==> src/rtl/mem_bus_arbiter_if.sv <==
// mem_bus_arbiter_if: master-side request/ack signals plus slave-side bus of the arbiter
interface mem_bus_arbiter_if #(
    parameter int AW = 32,
    parameter int DW = 32
);
    logic          m0_req;
    logic          m0_we;
    logic [AW-1:0] m0_addr;
    logic [DW-1:0] m0_wdata;
    logic          m0_ack;
    logic          m1_req;
    logic          m1_we;
    logic [AW-1:0] m1_addr;
    logic [DW-1:0] m1_wdata;
    logic          m1_ack;
    logic [DW-1:0] m_rdata;
    logic          s_en;
    logic          s_we;
    logic [AW-1:0] s_addr;
    logic [DW-1:0] s_wdata;
    logic [DW-1:0] s_rdata;
    logic          busy;
    logic          grant_id;

    modport master (
        output m0_req, m0_we, m0_addr, m0_wdata,
        output m1_req, m1_we, m1_addr, m1_wdata,
        output s_rdata,
        input  m0_ack, m1_ack, m_rdata,
        input  s_en, s_we, s_addr, s_wdata,
        input  busy, grant_id
    );

    modport slave (
        input  m0_req, m0_we, m0_addr, m0_wdata,
        input  m1_req, m1_we, m1_addr, m1_wdata,
        input  s_rdata,
        output m0_ack, m1_ack, m_rdata,
        output s_en, s_we, s_addr, s_wdata,
        output busy, grant_id
    );
endinterface

==> src/rtl/mem_bus_arbiter.sv <==
// mem_bus_arbiter: round-robin sharing of the data memory/IO bus between two masters
module mem_bus_arbiter #(
    parameter int AW     = 32,
    parameter int DW     = 32,
    parameter int RD_LAT = 1
) (
    input logic            clk,
    input logic            sys_rst_n,
    mem_bus_arbiter_if.slave bus
);
    localparam logic [1:0] IDLE  = 2'd0;
    localparam logic [1:0] ISSUE = 2'd1;
    localparam logic [1:0] WAIT  = 2'd2;
    localparam logic [1:0] ACK   = 2'd3;

    logic [1:0]    state_q, state_d;
    logic          ptr_q, ptr_d;
    logic          gnt_q, gnt_d;
    logic          we_q, we_d;
    logic [AW-1:0] addr_q, addr_d;
    logic [DW-1:0] wdata_q, wdata_d;
    logic [DW-1:0] rdata_q, rdata_d;
    logic [3:0]    cnt_q, cnt_d;
    logic          sel;

    // Next state: pick a master in IDLE, latch its access, sequence issue/wait/ack
    always_comb begin
        sel     = (bus.m0_req && bus.m1_req) ? ptr_q : bus.m1_req;
        state_d = state_q;
        ptr_d   = ptr_q;
        gnt_d   = gnt_q;
        we_d    = we_q;
        addr_d  = addr_q;
        wdata_d = wdata_q;
        rdata_d = rdata_q;
        cnt_d   = cnt_q;
        case (state_q)
            IDLE: if (bus.m0_req || bus.m1_req) begin
                state_d = ISSUE;
                gnt_d   = sel;
                we_d    = sel ? bus.m1_we : bus.m0_we;
                addr_d  = sel ? bus.m1_addr : bus.m0_addr;
                wdata_d = sel ? bus.m1_wdata : bus.m0_wdata;
            end
            ISSUE: begin
                state_d = we_q ? ACK : WAIT;
                cnt_d   = we_q ? cnt_q : 4'(RD_LAT);
            end
            WAIT: begin
                cnt_d = cnt_q - 4'd1;
                if (cnt_q == 4'd1) begin
                    rdata_d = bus.s_rdata;
                    state_d = ACK;
                end
            end
            default: begin
                ptr_d   = ~gnt_q;
                state_d = IDLE;
            end
        endcase
    end

    // State registers; async reset abandons any in-flight access
    always_ff @(posedge clk or negedge sys_rst_n) begin
        if (!sys_rst_n) begin
            state_q <= IDLE;
            ptr_q   <= 1'b0;
            gnt_q   <= 1'b0;
            we_q    <= 1'b0;
            addr_q  <= '0;
            wdata_q <= '0;
            rdata_q <= '0;
            cnt_q   <= '0;
        end else begin
            state_q <= state_d;
            ptr_q   <= ptr_d;
            gnt_q   <= gnt_d;
            we_q    <= we_d;
            addr_q  <= addr_d;
            wdata_q <= wdata_d;
            rdata_q <= rdata_d;
            cnt_q   <= cnt_d;
        end
    end

    assign bus.s_en     = state_q == ISSUE;
    assign bus.s_we     = we_q;
    assign bus.s_addr   = addr_q;
    assign bus.s_wdata  = wdata_q;
    assign bus.m_rdata  = rdata_q;
    assign bus.m0_ack   = (state_q == ACK) && !gnt_q;
    assign bus.m1_ack   = (state_q == ACK) && gnt_q;
    assign bus.busy     = state_q != IDLE;
    assign bus.grant_id = gnt_q;
endmodule
==> src/flat_wrapper.sv <==
// flat-port wrapper written by rule: the top's interface ports become plain ports
module mem_bus_arbiter_flat 
#(
    parameter int AW     = 32,
    parameter int DW     = 32,
    parameter int RD_LAT = 1
)
  (clk, sys_rst_n, bus_m0_req, bus_m0_we, bus_m0_addr, bus_m0_wdata, bus_m1_req, bus_m1_we, bus_m1_addr, bus_m1_wdata, bus_s_rdata, bus_m0_ack, bus_m1_ack, bus_m_rdata, bus_s_en, bus_s_we, bus_s_addr, bus_s_wdata, bus_busy, bus_grant_id);
  mem_bus_arbiter_if #(.AW(AW), .DW(DW)) bus_i ();
  input logic clk;
  input logic sys_rst_n;
  input wire logic [$bits(bus_i.m0_req)-1:0] bus_m0_req;
  input wire logic [$bits(bus_i.m0_we)-1:0] bus_m0_we;
  input wire logic [$bits(bus_i.m0_addr)-1:0] bus_m0_addr;
  input wire logic [$bits(bus_i.m0_wdata)-1:0] bus_m0_wdata;
  input wire logic [$bits(bus_i.m1_req)-1:0] bus_m1_req;
  input wire logic [$bits(bus_i.m1_we)-1:0] bus_m1_we;
  input wire logic [$bits(bus_i.m1_addr)-1:0] bus_m1_addr;
  input wire logic [$bits(bus_i.m1_wdata)-1:0] bus_m1_wdata;
  input wire logic [$bits(bus_i.s_rdata)-1:0] bus_s_rdata;
  output wire logic [$bits(bus_i.m0_ack)-1:0] bus_m0_ack;
  output wire logic [$bits(bus_i.m1_ack)-1:0] bus_m1_ack;
  output wire logic [$bits(bus_i.m_rdata)-1:0] bus_m_rdata;
  output wire logic [$bits(bus_i.s_en)-1:0] bus_s_en;
  output wire logic [$bits(bus_i.s_we)-1:0] bus_s_we;
  output wire logic [$bits(bus_i.s_addr)-1:0] bus_s_addr;
  output wire logic [$bits(bus_i.s_wdata)-1:0] bus_s_wdata;
  output wire logic [$bits(bus_i.busy)-1:0] bus_busy;
  output wire logic [$bits(bus_i.grant_id)-1:0] bus_grant_id;
  assign bus_i.m0_req = bus_m0_req;
  assign bus_i.m0_we = bus_m0_we;
  assign bus_i.m0_addr = bus_m0_addr;
  assign bus_i.m0_wdata = bus_m0_wdata;
  assign bus_i.m1_req = bus_m1_req;
  assign bus_i.m1_we = bus_m1_we;
  assign bus_i.m1_addr = bus_m1_addr;
  assign bus_i.m1_wdata = bus_m1_wdata;
  assign bus_i.s_rdata = bus_s_rdata;
  assign bus_m0_ack = bus_i.m0_ack;
  assign bus_m1_ack = bus_i.m1_ack;
  assign bus_m_rdata = bus_i.m_rdata;
  assign bus_s_en = bus_i.s_en;
  assign bus_s_we = bus_i.s_we;
  assign bus_s_addr = bus_i.s_addr;
  assign bus_s_wdata = bus_i.s_wdata;
  assign bus_busy = bus_i.busy;
  assign bus_grant_id = bus_i.grant_id;
  mem_bus_arbiter #(.AW(AW), .DW(DW), .RD_LAT(RD_LAT)) u_core (.clk(clk), .sys_rst_n(sys_rst_n), .bus(bus_i));
endmodule
==> config.mk <==
export PLATFORM = sky130hd
export DESIGN_NAME = mem_bus_arbiter_flat
export DESIGN_NICKNAME = d
export VERILOG_FILES = /design/src/rtl/mem_bus_arbiter_if.sv /design/src/rtl/mem_bus_arbiter.sv /design/src/flat_wrapper.sv
export SDC_FILE = /design/constraint.sdc
export NUM_CORES = 1
export LEC_CHECK = 0
export CAP_MARGIN = 0
export CORE_AREA = 2 2 117 119
export CTS_CLUSTER_DIAMETER = 40
export DETAILED_ROUTE_END_ITERATION = 12
export DIE_AREA = 0 0 119 121
export PLACE_DENSITY = 0.9
export SETUP_SLACK_MARGIN = 0.5
export SYNTH_ARGS = -nofsm -noshare
export SYNTH_HDL_FRONTEND = slang
export SYNTH_SLANG_ARGS = --single-unit
==> constraint.sdc <==
create_clock -name clk -period 2.6 [get_ports clk]
set_clock_uncertainty 0.2 [all_clocks]
set_input_delay 0.52 -clock clk [delete_from_list [all_inputs] [get_ports clk]]
set_output_delay 0.52 -clock clk [all_outputs]
set_load 0.05 [all_outputs]
Yosys cells after proc, flatten, opt, wreduce, memory -nomap -nowiden
Cells that the tools add are included.
{"block": "op_classes", "n_addsub": 1, "n_eq_ne": 7, "mux": 10, "bitwise_logic": 1, "n_reduce_logical": 13}
{"cell": "32-bit two-way mux", "n": 2}
{"cell": "4-bit case mux with 2 select lines", "n": 1}
{"cell": "2-bit AND reduction", "n": 4}
{"cell": "2-bit case mux with 3 select lines", "n": 1}
{"cell": "2-bit == test, second input constant", "n": 2}
{"cell": "4-bit by 1-bit == test with 1-bit output, second input constant", "n": 1}
{"cell": "2-bit two-way mux", "n": 2}
{"cell": "4-bit two-way mux", "n": 1}
{"cell": "2-bit by 1-bit != test with 1-bit output, second input constant", "n": 2}
{"cell": "2-bit nonzero test", "n": 2}
{"cell": "4-bit by 1-bit subtractor with 4-bit output, second input constant", "n": 1}
{"cell": "1-bit logical AND", "n": 3}
{"cell": "1-bit two-way mux", "n": 3}
{"cell": "3-bit OR reduction", "n": 1}
{"cell": "2-bit by 1-bit == test with 1-bit output, second input constant", "n": 1}
{"cell": "2-bit zero test", "n": 1}
{"cell": "2-bit != test, second input constant", "n": 1}
{"cell": "1-bit zero test", "n": 1}
{"cell": "1-bit logical OR", "n": 1}
{"cell": "1-bit inverter", "n": 1}
{"block": "word_totals", "ff_bits": 105, "in_bits": 166, "out_inout_bits": 102, "elab_cells": 40}

Depth between registers and ports, before layout
Gate-level depths: netlist of run 1.
{"block": "depth", "depth_word": 3, "ltp_mapped": 8, "mapped_depth_nobuf": 5}

Worst setup path after synthesis of run 1
No wires, ideal clock.
{"block": "synth_timing", "path_type": "register to output", "start": "reg u_core.gnt_q (netlist: u_core.bus.grant_id)", "end": "out bus_m1_ack", "arrival_ps": 1393, "required_time_ps": 1880, "slack_ps": 487, "path_stages_with_launch": 3, "n_path_buf": 0, "path_cell_list": "dfrtp_1 > inv_1 > nor2_1"}
{"block": "synth_between", "elab_chain_cells": 1}
{"item": "start, declared", "line": "mem_bus_arbiter.sv:18", "source": "logic gnt_q, gnt_d;"}
{"item": "start signal, assigned", "line": "mem_bus_arbiter.sv:77", "source": "gnt_q <= gnt_d;"}
{"item": "1-bit logical AND", "line": "mem_bus_arbiter.sv:92", "source": "assign bus.m1_ack = (state_q == ACK) && gnt_q;"}
{"item": "end, declared", "line": "flat_wrapper.sv:22", "source": "output wire logic [$bits(bus_i.m1_ack)-1:0] bus_m1_ack;"}
Every way passes these cells.

Worst setup path in the final report of run 1
{"block": "layout_timing", "start": "reg u_core.state_q[1]", "end": "out bus_m1_ack"}
{"block": "layout_between", "elab_chain_cells": 2}
{"item": "start, declared", "line": "mem_bus_arbiter.sv:16", "source": "logic [1:0] state_q, state_d;"}
{"item": "start signal, assigned", "line": "mem_bus_arbiter.sv:75", "source": "state_q <= state_d;"}
{"item": "2-bit == test", "line": "mem_bus_arbiter.sv:92"}
{"item": "1-bit logical AND", "line": "mem_bus_arbiter.sv:92"}
Every way passes these cells.

==> impl_metrics.json, run 1 <==
{
  "syn_inst": 488,
  "syn_area_per_cell_sq_um": 10.5,
  "ys_async_sr_fraction_pct": 100,
  "rows": 42,
  "initialDrtViolationCount": 224,
  "maxCapViolations": 0,
  "antenna_found_initial": 0,
  "fin_crit_ns": 2.07,
  "fmax_mhz": 483,
  "yosys_warnings": 0,
  "critical_path.slowest_cell": "dfrtp_1",
  "port_buffers": 267,
  "cp-start-kind": "register",
  "n_fill_cell": 1045,
  "clockBufferDepth": 2,
  "slew_headroom_pct": 59.1,
  "met3_usage_pct": 6.16,
  "path_delay_family": "flip-flops",
  "post-route-period-util_pct": 79.7,
  "synth_nets": 660,
  "cts_root_buf": "clkbuf_16",
  "synthFlopType": "dfrtp_1",
  "power_w": 0.0112,
  "drt-vias-per-instance": 5.15,
  "dr.pass1.iters": 4,
  "setup_ws_ns": 0.528,
  "antenna_cells": 0,
  "gr-max-usage-layer": "met2",
  "ys_seq_area_share_pct": 51.2,
  "wl_per_cell_um": 17.2,
  "ys_types": 33,
  "clkLatencyLatePin_ns": 0.35,
  "max-vdd-ir-drop_uv": 551,
  "place_inst": 896,
  "die_h_um": 121,
  "leakage_nw": 3.40,
  "path_class": "reg -> out",
  "cts_buffers": 9,
  "cellPowerDensity_mw_per_mm2": 1360,
  "grt_use_met1_pct": 25.4,
  "place_ws_ns": 0.352,
  "grtUsageMet2_pct": 38.4,
  "tightest_slew_ns": 0.616,
  "initial_core_util_pct": 39.2,
  "drv_slew": 0,
  "tns_ns": 0,
  "nNetsFinal": 909,
  "tritoncts": "built",
  "hpwlAfterDp_mm": 11.3,
  "path_clk_slew_ns": 0.07,
  "cp-end-kind": "output pin",
  "status": "finished clean",
  "area_growth_pct": 60.2,
  "cts_max_level": 3,
  "gp_congestion": 0.744,
  "grt.overflow.total": 0,
  "die-area_sq_mm": 0.0144,
  "via_count": 4727,
  "synth_edf_count": 0,
  "grt_pass1_vias": 4755,
  "grt_setup_unrepaired": "yes",
  "critPathBufInv": 2,
  "worstPathCellList": "ha_2 > inv_2 > nor2_2 > buf_4",
  "io_pins": 268,
  "postRouteAntennaNets": 0,
  "setup_violations": 0,
  "crit_fanout": 4,
  "hold_viol_final": 0,
  "slowest_delay_ns": 0.41,
  "ys_ff_latch": 105,
  "die_w_um": 119,
  "synth_area_sq_mm": 0.00513,
  "hold_class": "reg -> reg",
  "grt_usage_pct": 21.9,
  "drt-total-wl_mm": 15.7,
  "arrival_ns": 1.35,
  "cts_num_sinks": 105,
  "coreArea_sq_mm": 0.0131,
  "drc": 0,
  "cp.required_ns": 1.88,
  "fin_cells": 917,
  "drive_above_1_share_pct": 11.7,
  "grt_pass1_wl_mm": 24.8,
  "grt_max_degree": 132
}
## worst reg2reg max path, stage by stage (launching register included)
cell and delay, ns:
dfrtp_1 0.39, inv_1 0.08, ha_1 0.13, or3b_4 0.41, nor2_8 0.17, buf_6 0.16
mux2_2 0.35
## registers in the layout, indices dropped and copies added, names as in the netlist
name and count:
u_core.bus.s_wdata 32, u_core.bus.s_we 1, u_core.cnt_q 4, u_core.bus.s_addr 32
u_core.bus.grant_id 1, u_core.state_q 2, u_core.bus.m_rdata 32, u_core.ptr_q 1
## Yosys cell counts (all sizes together), types with 2 or more instances
library cell / number / share of area (%)
or3b: 2 / 0.39
inv: 9 / 0.66
and2b: 2 / 0.29
dfrtp: 105 / 51
o21ai: 67 / 6.5
clkbuf: 24 / 1.8
nand3b: 65 / 9.5
o2bb2ai: 2 / 0.34
ha: 6 / 1.5
a31oi: 66 / 8.0
nor3: 2 / 0.19
mux2: 34 / 9.6
nand2: 2 / 0.15
nor2: 70 / 5.4
buf: 22 / 3.0
## power breakdown
| group | switching, W | internal (W) |
|---|---|---|
| Clock | 0.000622 | 0.000941 |
| Sequential | 0.000473 | 0.00247 |
| Combinational | 0.00448 | 0.00223 |
## layout make-up
cell class	count	area, sq um	area share (%)
clock buffers	9	225	2.74
clock inverters	6	115	1.40
well taps	176	220	2.68
flip-flops and latches	105	2630	31.9
repair buffers	284	2750	33.4
inverters	9	33.8	0.411
multi-input cells	328	2250	27.4
## stage by stage
stage	hold WS, ns	util [%]	instance area, sq um
floorplan	0.0244	-	5140
global placement	0.260	60.7	7940
detailed placement	0.267	60.7	7940
CTS	0.282	62.7	8200
global route	0.304	62.9	8230
finish	0.279	62.9	8230
## final timing paths
kind | from | end | slack, ns | cells after the start
max | u_core.state_q[1]$_DFFE_PN0P_ | bus_m1_ack | 0.53 | 4
min | u_core.ptr_q$_DFFE_PN0N_ | u_core.ptr_q$_DFFE_PN0N_ | 0.28 | 1
max reg2reg | u_core.cnt_q[1]$_DFFE_PN0P_ | u_core.bus.m_rdata[31]$_DFFE_PN0P_ | 0.59 | 6
min reg2reg | u_core.ptr_q$_DFFE_PN0N_ | u_core.ptr_q$_DFFE_PN0N_ | 0.28 | 1
max in group asynchronous | sys_rst_n | u_core.bus.m_rdata[12]$_DFFE_PN0P_ | 1.02 | 3
min in group asynchronous | sys_rst_n | u_core.bus.m_rdata[28]$_DFFE_PN0P_ | 0.49 | 2
## routing by layer
metal,up-vias,wire length [um]
li1,2246,-
met1,2258,6360
met2,203,7860
met3,20,1180
met4,0,324
met5,-,0
## placed cells by master (no fill, tap or decap), types with 5 or more instances in the layout
cell type,count
clkdlybuf4s50_1,163
o21ai_0,61
inv_1,6
nand3b_1,65
dfrtp_1,105
a31oi_1,66
dlygate4sd2_1,96
mux2_4,30
nor2_1,67
o21ai_1,6
buf_12,6
buf_6,5
clkbuf_16,9
buf_4,10
## kinds of logic (layout without fill, tap and decap cells)
logic type,count (synthesis),after routing,share of synthesized area [%]
simple gates,146,146,16.4
mux,34,34,9.65
flops,105,105,51.2
buf+inv,55,308,5.39
fa+ha+maj,6,6,1.46
compound gates,142,142,16.0
## what timing repair did
item	4_1_cts	5_1_grt
pin swaps	2	1
hold buffers	1	0
endpoints found under the hold margin	28	0
buffers inserted	3	2
cloned	0	0
resized for setup	103	10
endpoints found under the setup margin	121	33
Power figures use the tool's default switching activity.
==> inputs of run 2 (changes only) <==
==> constraint.sdc (replaced) <==
create_clock -name clk -period 2.05 [get_ports clk]
set_clock_uncertainty 0.2 [all_clocks]
set_input_delay 0.41 -clock clk [delete_from_list [all_inputs] [get_ports clk]]
set_output_delay 0.41 -clock clk [all_outputs]
set_load 0.05 [all_outputs]
==> impl_metrics.json, run 2 (synthesized netlist as in run 1, its figures left out) <==
{
  "arrival_ns": 2.09,
  "place_ws_ns": 0.00413,
  "power.share.sequential_pct": 20.2,
  "internal_power_w": 0.0110,
  "die_h_um": 121,
  "max-vdd-ir-drop_uv": 871,
  "cp.required_ns": 2.08,
  "post-route-period-util_pct": 101,
  "grt_max_degree": 47,
  "clkPwrFrac_pct": 8.7,
  "hpwlAfterDp_mm": 11.5,
  "power_w": 0.0207,
  "rows": 42,
  "slew_headroom_pct": 68.6,
  "via_count": 5873,
  "cts_root_buf": "clkbuf_16",
  "tritoncts": "built",
  "path_class": "reg -> reg",
  "coreArea_sq_mm": 0.0131,
  "mostFrequentLayoutCells": "clkdlybuf4s50_1, buf_6, dfrtp_1",
  "initialDrtViolationCount": 495,
  "clockBufferDepth": 2,
  "fin_cells": 1035,
  "port_buffers": 267,
  "fin_crit_ns": 2.06,
  "antenna_cells": 0,
  "hold_class": "in -> async",
  "io_pins": 268,
  "antenna_found_initial": 0,
  "crit_fanout": 6,
  "cts_buffers": 9,
  "gp_congestion": 0.796,
  "drv_slew": 0,
  "drt-vias-per-instance": 5.67,
  "setup_violations": 6,
  "grt.overflow.total": 0,
  "hold_viol_final": 0,
  "tns_ns": -0.0436,
  "tightest_slew_ns": 0.466,
  "wl_per_cell_um": 24.6,
  "grt_pass1_wl_mm": 33.6,
  "drc": 0,
  "setup_ws_ns": -0.0114,
  "leakage_nw": 4.38,
  "cts_max_level": 3,
  "grt_setup_unrepaired": "yes",
  "die_w_um": 119,
  "postRouteAntennaNets": 0,
  "grt_usage_pct": 30.3,
  "fmax_mhz": 485,
  "swShare_pct": 46.8,
  "grt_pass1_vias": 6025,
  "pwr-share-comb_pct": 71.2,
  "die-area_sq_mm": 0.0144,
  "place_inst": 901,
  "holdWs_ns": 0.315,
  "area_growth_pct": 112,
  "drt-total-wl_mm": 25.4,
  "initial_core_util_pct": 39.2,
  "drive_above_1_share_pct": 47.6,
  "clkLatencyLatePin_ns": 0.35,
  "cp-start-kind": "register",
  "maxCapViolations": 0,
  "cellPowerDensity_mw_per_mm2": 1910,
  "status": "complete, but fails checks",
  "path_clk_slew_ns": 0.08,
  "failed_checks": "negative setup slack",
  "cp-end-kind": "register",
  "final_common_cell": "clkdlybuf4s50_1",
  "dr.pass1.iters": 5,
  "power_switching_w": 0.00969,
  "cts_num_sinks": 105,
  "nNetsFinal": 1026
}
==> run 2: cell count changes in the layout (fill, tap and decap cells not counted), moves of 17 or more <==
| cell | change |
|---|---|
| dlygate4sd2_1 | -96 |
| a31oi_1 | -23 |
| nor2_4 | +63 |
| buf_6 | +96 |
| nor2_1 | -65 |
| buf_4 | +76 |
| buf_16 | +19 |
| a31oi_4 | +17 |
==> run 2: cell type report <==
cell class / count / area, sq um
tap: 176 / 220
multi-input combinational: 328 / 3140
sequential: 105 / 2640
fill: 594 / 2210
timing repair buffer: 401 / 4540
inverter: 9 / 40.0
clock buffer: 12 / 246
clock inverter: 4 / 52.6
==> run 2: through the flow <==
stage	utilization [%]	instance area [sq um]
final	83.1	10900
after global routing	83.1	10900
after CTS	75.2	9840
after floorplan	-	5220
after global placement	60.0	7860
after detailed placement	60.0	7860
==> run 2: routing by layer <==
| layer | track usage, % | vias up | wire, um | part of all wire [%] |
|---|---|---|---|---|
| li1 | - | 2495 | - | - |
| met1 | 33.3 | 2915 | 8850 | 35 |
| met2 | 54.5 | 357 | 13300 | 53 |
| met3 | 7.47 | 106 | 1860 | 7.3 |
| met4 | 15.4 | 0 | 1350 | 5.3 |
| met5 | 0 | - | 0 | 0 |
==> run 2: repair_timing <==
item,CTS,global route
hold buffers,1,0
gates cloned,20,1
buffers inserted,42,54
pin swaps,12,12
endpoints found under the setup margin,145,186
endpoints found under the hold margin,20,0
resized for setup,212,122
==> run 2: power by group through the flow <==
stage / Sequential [W] / Clock [W] / Combinational (W)
4_1_cts: 0.00406 / 0.00179 / 0.0122
2_1_floorplan: 0.00714 / 0 / 0.00291
3_3_place_gp: 0.00377 / 0 / 0.00890
3_5_place_dp: 0.00385 / 0 / 0.00903
5_1_grt: 0.00424 / 0.00190 / 0.0152
6_report: 0.00418 / 0.00180 / 0.0147
==> run 2: path summary, 6_finish.rpt <==
check / end / depth (start not counted) / slack [ns] / startpoint
hold reg to reg: u_core.ptr_q$_DFFE_PN0N_ / 1 / 0.31 / u_core.ptr_q$_DFFE_PN0N_
setup / recovery: u_core.bus.m_rdata[1]$_DFFE_PN0P_ / 7 / -0.01 / u_core.cnt_q[1]$_DFFE_PN0P_
hold / removal: u_core.bus.m_rdata[11]$_DFFE_PN0P_ / 2 / 0.31 / sys_rst_n
setup reg to reg: u_core.bus.m_rdata[1]$_DFFE_PN0P_ / 7 / -0.01 / u_core.cnt_q[1]$_DFFE_PN0P_
min in group clk: u_core.ptr_q$_DFFE_PN0N_ / 1 / 0.31 / u_core.ptr_q$_DFFE_PN0N_
max in group asynchronous: u_core.bus.s_we$_DFFE_PN0P_ / 3 / 0.75 / sys_rst_n
==> run 2: worst max-delay path, cell delays in order, from the launching register on <==
cell	delay, ns
dfrtp_1	0.39
inv_2	0.09
ha_4	0.12
or3b_4	0.41
nor2_8	0.13
buf_6	0.14
clkbuf_16	0.15
mux2_4	0.30
